File: config.mk
export PLATFORM = sky130hd
export DESIGN_NAME = keypad_debouncer
export DESIGN_NICKNAME = d
export VERILOG_FILES = /design/src/rtl/keypad_debouncer.sv
export SDC_FILE = /design/constraint.sdc
export NUM_CORES = 1
export LEC_CHECK = 0
export ABC_CLOCK_PERIOD_IN_PS = 3500
export CORE_ASPECT_RATIO = 0.8
export CORE_MARGIN = 2
export CORE_UTILIZATION = 50
export DETAILED_ROUTE_END_ITERATION = 8
export PLACE_DENSITY_LB_ADDON = 0.1
export SLEW_MARGIN = 20
export SYNTH_ARGS = -nofsm -noshare
export SYNTH_HDL_FRONTEND = slang
export SYNTH_SLANG_ARGS = --single-unit
File: constraint.sdc
create_clock -name clk -period 3.5 [get_ports clk]
set_input_delay 0.35 -clock clk [delete_from_list [all_inputs] [get_ports clk]]
set_output_delay 0.35 -clock clk [all_outputs]
set_load 0.02 [all_outputs]
File: src/rtl/keypad_debouncer.sv
// Keypad front end: classifies {h,v}, debounces press and release, and emits one key event per press.
// Optional KEYPAD_SYNC_EN adds a 2-flop input synchronizer ahead of classification.
module keypad_debouncer #(
  parameter int DEBOUNCE_CYCLES = 1,
  parameter int CNT_W           = 16
) (
  input  logic       clk,
  input  logic       reset,
  input  logic [1:3] h,
  input  logic [1:4] v,
  output logic       key_valid,
  output logic [3:0] key_code,
  output logic       key_held,
  output logic       multi_err
);

  typedef enum logic [1:0] {IDLE, DEBOUNCE, PRESSED, RELEASE} state_t;

  localparam logic [CNT_W-1:0] CNT_TARGET = CNT_W'(DEBOUNCE_CYCLES);
  localparam logic [CNT_W-1:0] CNT_ONE    = CNT_W'(1);
  localparam bit               NO_FILTER  = (DEBOUNCE_CYCLES == 1);

  state_t           state, state_next;
  logic [CNT_W-1:0] cnt, cnt_next, cnt_inc;
  logic [6:0]       pat, pat_next;
  logic [6:0]       samp;
  logic             is_zero, is_key;
  logic             valid_next, err_next, held_next;
  logic [3:0]       code_next;

`ifdef KEYPAD_SYNC_EN
  logic [6:0] sync1, sync2;

  always_ff @(posedge clk) begin
    if (reset) begin
      sync1 <= '0;
      sync2 <= '0;
    end else begin
      sync1 <= {h, v};
      sync2 <= sync1;
    end
  end

  assign samp = sync2;
`else
  assign samp = {h, v};
`endif

  assign is_zero = (samp == 7'd0);
  assign is_key  = ($countones(samp[6:4]) == 1) && ($countones(samp[3:0]) == 1);
  // Saturating increment: the count never moves past the debounce target.
  assign cnt_inc = (cnt >= CNT_TARGET) ? cnt : cnt + CNT_ONE;

  function automatic logic [3:0] decode(input logic [6:0] p);
    logic [3:0] c;
    c = 4'h0;
    case (p)
      7'b100_1000: c = 4'h1;
      7'b010_1000: c = 4'h2;
      7'b001_1000: c = 4'h3;
      7'b100_0100: c = 4'h4;
      7'b010_0100: c = 4'h5;
      7'b001_0100: c = 4'h6;
      7'b100_0010: c = 4'h7;
      7'b010_0010: c = 4'h8;
      7'b001_0010: c = 4'h9;
      7'b100_0001: c = 4'hA;
      7'b010_0001: c = 4'h0;
      7'b001_0001: c = 4'hB;
      default:     c = 4'h0;
    endcase
    return c;
  endfunction

  always_ff @(posedge clk) begin
    if (reset) begin
      state     <= IDLE;
      cnt       <= '0;
      pat       <= '0;
      key_valid <= 1'b0;
      key_code  <= 4'h0;
      key_held  <= 1'b0;
      multi_err <= 1'b0;
    end else begin
      state     <= state_next;
      cnt       <= cnt_next;
      pat       <= pat_next;
      key_valid <= valid_next;
      key_code  <= code_next;
      key_held  <= held_next;
      multi_err <= err_next;
    end
  end

  always_comb begin
    state_next = state;
    cnt_next   = cnt;
    pat_next   = pat;
    valid_next = 1'b0;
    err_next   = 1'b0;
    code_next  = key_code;
    case (state)
      IDLE: begin
        if (is_key) begin
          pat_next = samp;
          cnt_next = CNT_ONE;
          if (NO_FILTER) begin
            valid_next = 1'b1;
            code_next  = decode(samp);
            state_next = PRESSED;
          end else begin
            state_next = DEBOUNCE;
          end
        end else if (!is_zero) begin
          err_next = 1'b1;
        end
      end
      DEBOUNCE: begin
        if (is_key && samp == pat) begin
          cnt_next = cnt_inc;
          if (cnt_inc == CNT_TARGET) begin
            valid_next = 1'b1;
            code_next  = decode(samp);
            state_next = PRESSED;
          end
        end else if (is_key) begin
          pat_next = samp;
          cnt_next = CNT_ONE;
        end else begin
          // Both a release and a bad pattern abandon the candidate key.
          err_next   = !is_zero;
          cnt_next   = '0;
          state_next = IDLE;
        end
      end
      PRESSED: begin
        if (is_zero) begin
          if (NO_FILTER) begin
            cnt_next   = '0;
            state_next = IDLE;
          end else begin
            cnt_next   = CNT_ONE;
            state_next = RELEASE;
          end
        end
      end
      RELEASE: begin
        if (is_zero) begin
          cnt_next = cnt_inc;
          if (cnt_inc == CNT_TARGET) begin
            cnt_next   = '0;
            state_next = IDLE;
          end
        end else begin
          state_next = PRESSED;
        end
      end
      default: begin
        cnt_next   = '0;
        state_next = IDLE;
      end
    endcase
    held_next = (state_next == PRESSED) || (state_next == RELEASE);
  end

endmodule

==> implementation parameters <==
Parameter                              Value

Global routing
  GR Util met1    between 20% and 30%
  Total overflow reported by the global router    0
  Global-route usage over all layers    just under 20%
  Met3 demand-to-capacity share in global routing    between 5 and 6%
  Maximum number of pins on one net before global-route repair    22
  Antenna violations before repair    0
  Most heavily used metal layer in global routing    met2
  Wire length of the first global-routing pass    between 6000 and 7000 µm
  Number of global-route vias before repair    1,383
  Grt met2 use    29.8%

Hold path
  Worst hold path class    reg2reg

Power and ir drop
  Total Power    about 0.96 mW
  Leakage Power    around 0.8 nW
  Max IR drop VDD    ~0.00032 V
  Power density relative to cell area    approximately 440 nW/µm²

Setup path
  Data required time of the critical path    3.71 ns
  Worst setup startpoint    v[3]
  Arrival time worst endpoint    between 3 and 4 ns
  Critical setup path kind    in2reg
  Slack of the worst reg-to-reg path    1.00 ns
  R2R depth    7
  Kind of launch point of the worst setup path    input pin
  Critical register-to-register path endpoint    cnt[4]$_SDFFE_PP0P_
  Crit Reg-Reg Startpoint    cnt[0]$_SDFFE_PP0P_
  Kind of capture point of the worst setup path    flop
  Destination of the critical timing path    cnt[2]$_SDFFE_PP0P_
  Maximum fanout along the worst path    14

Yosys
  Dominant register cell in the synthesized netlist    dfxtp_1
  Syn nets    217
  Area of the mapped netlist    ~1800 µm²
  Count of synthesis-stage warnings from yosys    0
  Cell with the most instances after synthesis    dfxtp_1
  Dominant cell type by area after synthesis    dfxtp_1
  Biggest area contributors in the synthesized netlist    dfxtp_1, ha_1, mux2i_1
  Sequential-to-total area share from yosys stat    34.1%
  Share of flip-flops with an asynchronous set or reset after synthesis    0%
  Top-area cell type share of the netlist area    between 30% and 40%
  Synth unique cells    54
  Gate count after technology mapping    ~200
  EDFF count, synth    0
  Synthesized area per cell    9.19 µm²
  Top cell types by occurrence after synthesis    dfxtp_1, nor2_1, inv_1
  Yosys reg bits    31

Place
  Port buffer count    15
  Half-perimeter wire length of the detailed placement result    roughly 2900 µm
  Final weighted congestion in routability-driven placement    about 0.94

Routing
  Detail-routed via count per cell    around 5.7
  Final ANT Viol Nets    0
  Number of DRC violations after detailed-routing iteration 0    104
  Wire length reported by the detailed router    approximately 3700 µm
  Routed vias    between 1,000 and 1,500
  Post-route DRC    0
  Number of iterations in the first detailed-routing pass    4
  Routed WL per cell    approximately 14 µm

STA
  Fin Setup TNS    0 ns
  Part of the cycle the worst path needs    a little over 90%
  Worst slack on hold paths    around 0.46 ns
  Final count of pins violating max slew    0
  Max Clk Rate    just over 0.3 GHz
  Final hold violation count    0
  Slew at the pin closest to its max-slew limit    0.735 ns
  Setup violations, final    0
  Time the final worst path needs with I/O delays and setup    roughly 3.3 ns
  Final Skew    around 0.0043 ns
  Relative slew slack    a little over 50%
  Setup repair after global routing missed its margin    false

Finish
  Total Nets Final    between 200 and 250
  Layout-stage area growth over the synthesis result    19.1%
  Antenna cells    0
  Final core area utilization    between 60% and 70%
  Fraction of layout cells with a size suffix above 1    between 10% and 20%

Floorplan
  Placement Rows    19
  Vertical die dimension    approximately 58 µm
  Std-Cell Core Area    3450 µm²
  Total I/O pin count    16
  Die width    around 71 µm
  Starting density of the core    52.8%
  Die outline area    between 4000 and 5000 µm²

Clocking
  Root buffer cell    clkbuf_8
  Num CTS Buffers    5
  Clock tree from TritonCTS    built
  Clock tree buffer depth    2
  Cts repair resizes    0
  Number of buffers inserted by hold repair at cts    0
  Insertion delay to the later sink of the worst-skew pair    ~0.27 ns
  Clk pin slew, worst setup/hold paths    0.06 ns
  Total setup buffers inserted after CTS    0
  CTS H-Tree Depth    2
  CTS Sinks    31

Run status
  Outcome    completed

Flow run
  Max cap viols    0
worst min-delay path by stage:
stage / start / end / slack [ns] / cells past startpoint
global route: cnt[9]$_SDFFE_PP0P_ / cnt[9]$_SDFFE_PP0P_ / 0.48 / 1
global placement: cnt[2]$_SDFFE_PP0P_ / cnt[2]$_SDFFE_PP0P_ / 0.44 / 2
detailed placement: cnt[8]$_SDFFE_PP0P_ / cnt[8]$_SDFFE_PP0P_ / 0.45 / 1
floorplan: cnt[2]$_SDFFE_PP0P_ / cnt[2]$_SDFFE_PP0P_ / 0.42 / 2
CTS: cnt[2]$_SDFFE_PP0P_ / cnt[2]$_SDFFE_PP0P_ / 0.47 / 2
finish: cnt[2]$_SDFFE_PP0P_ / cnt[2]$_SDFFE_PP0P_ / 0.46 / 2
sequential cells by signal (all words and copies together), names as in the netlist:
signal	cells
cnt	16
pat	7
key_code	4
key_held	1
key_valid	1
multi_err	1
state	1
worst max-delay path: stages:
cell and delay (ns):
clkdlybuf4s50_1 0.49, inv_1 0.09, fa_1 0.50, inv_1 0.04, ha_1 0.17, ha_1 0.27
nand4bb_1 0.21, or3_1 0.45, nor4_2 0.21, o31a_1 0.49, a21boi_1 0.21
cells by family (layout without fill, tap and decap cells):
family,Yosys count,after routing,synth area share [%]
DFF,31,31,34.1
xor gates and xnor gates,9,9,4.33
muxes,9,9,4.95
and+or+nand+nor,74,74,25.7
buffers and inverters,24,45,5.71
adders and majority gates,10,10,7.70
AOI/OAI and AO/OA,41,41,17.5
report_power, final:
group          total (mW)  leakage (nW)  switching [mW]  internal [mW]
clock network       0.411        0.0654           0.126          0.284
logic               0.176         0.506          0.0968         0.0795
registers           0.370         0.250         0.00794          0.362
total               0.957         0.822           0.231          0.726
cells in the final DEF, fill, tap and decap left out, types with 3 or more instances in the layout:
cell,synthesis,routed
dfxtp_1,31,31
nor2_1,19,19
clkdlybuf4s50_1,0,15
inv_1,13,13
and2_4,10,10
o21ai_0,9,9
mux2i_1,9,9
buf_4,1,9
ha_1,8,8
xnor2_1,7,7
nand4_1,6,6
a21oi_1,6,6
nand2_1,5,5
and2_1,5,5
clkbuf_8,0,5
nor4_1,4,4
nand2b_1,4,4
nor3_1,4,4
nand3_1,3,3
a211oi_1,3,3
area by class of cell:
class	instances	area, µm²
clock buffer	6	72.6
clock inverter	2	60.1
multi-input combinational	143	1090
timing repair buffer	24	218
inverter	13	48.8
fill	296	1280
tap	42	52.6
sequential	31	621
layer usage:
layer | vias up | part of all wire (%)
met5 | - | 0
met4 | 0 | 0.71
met3 | 4 | 7.4
met2 | 53 | 42
met1 | 676 | 50
li1 | 743 | -
stage by stage:
step / instance area [µm²] / cells / worst slack [ns]
global placement: 2030 / 253 / 0.0566
CTS: 2170 / 261 / 0.231
finish: 2170 / 261 / 0.238
global route: 2170 / 261 / 0.00731
detailed placement: 2030 / 253 / -0.0519
floorplan: 1820 / 198 / 0.575
Power figures use the tool's default switching activity.
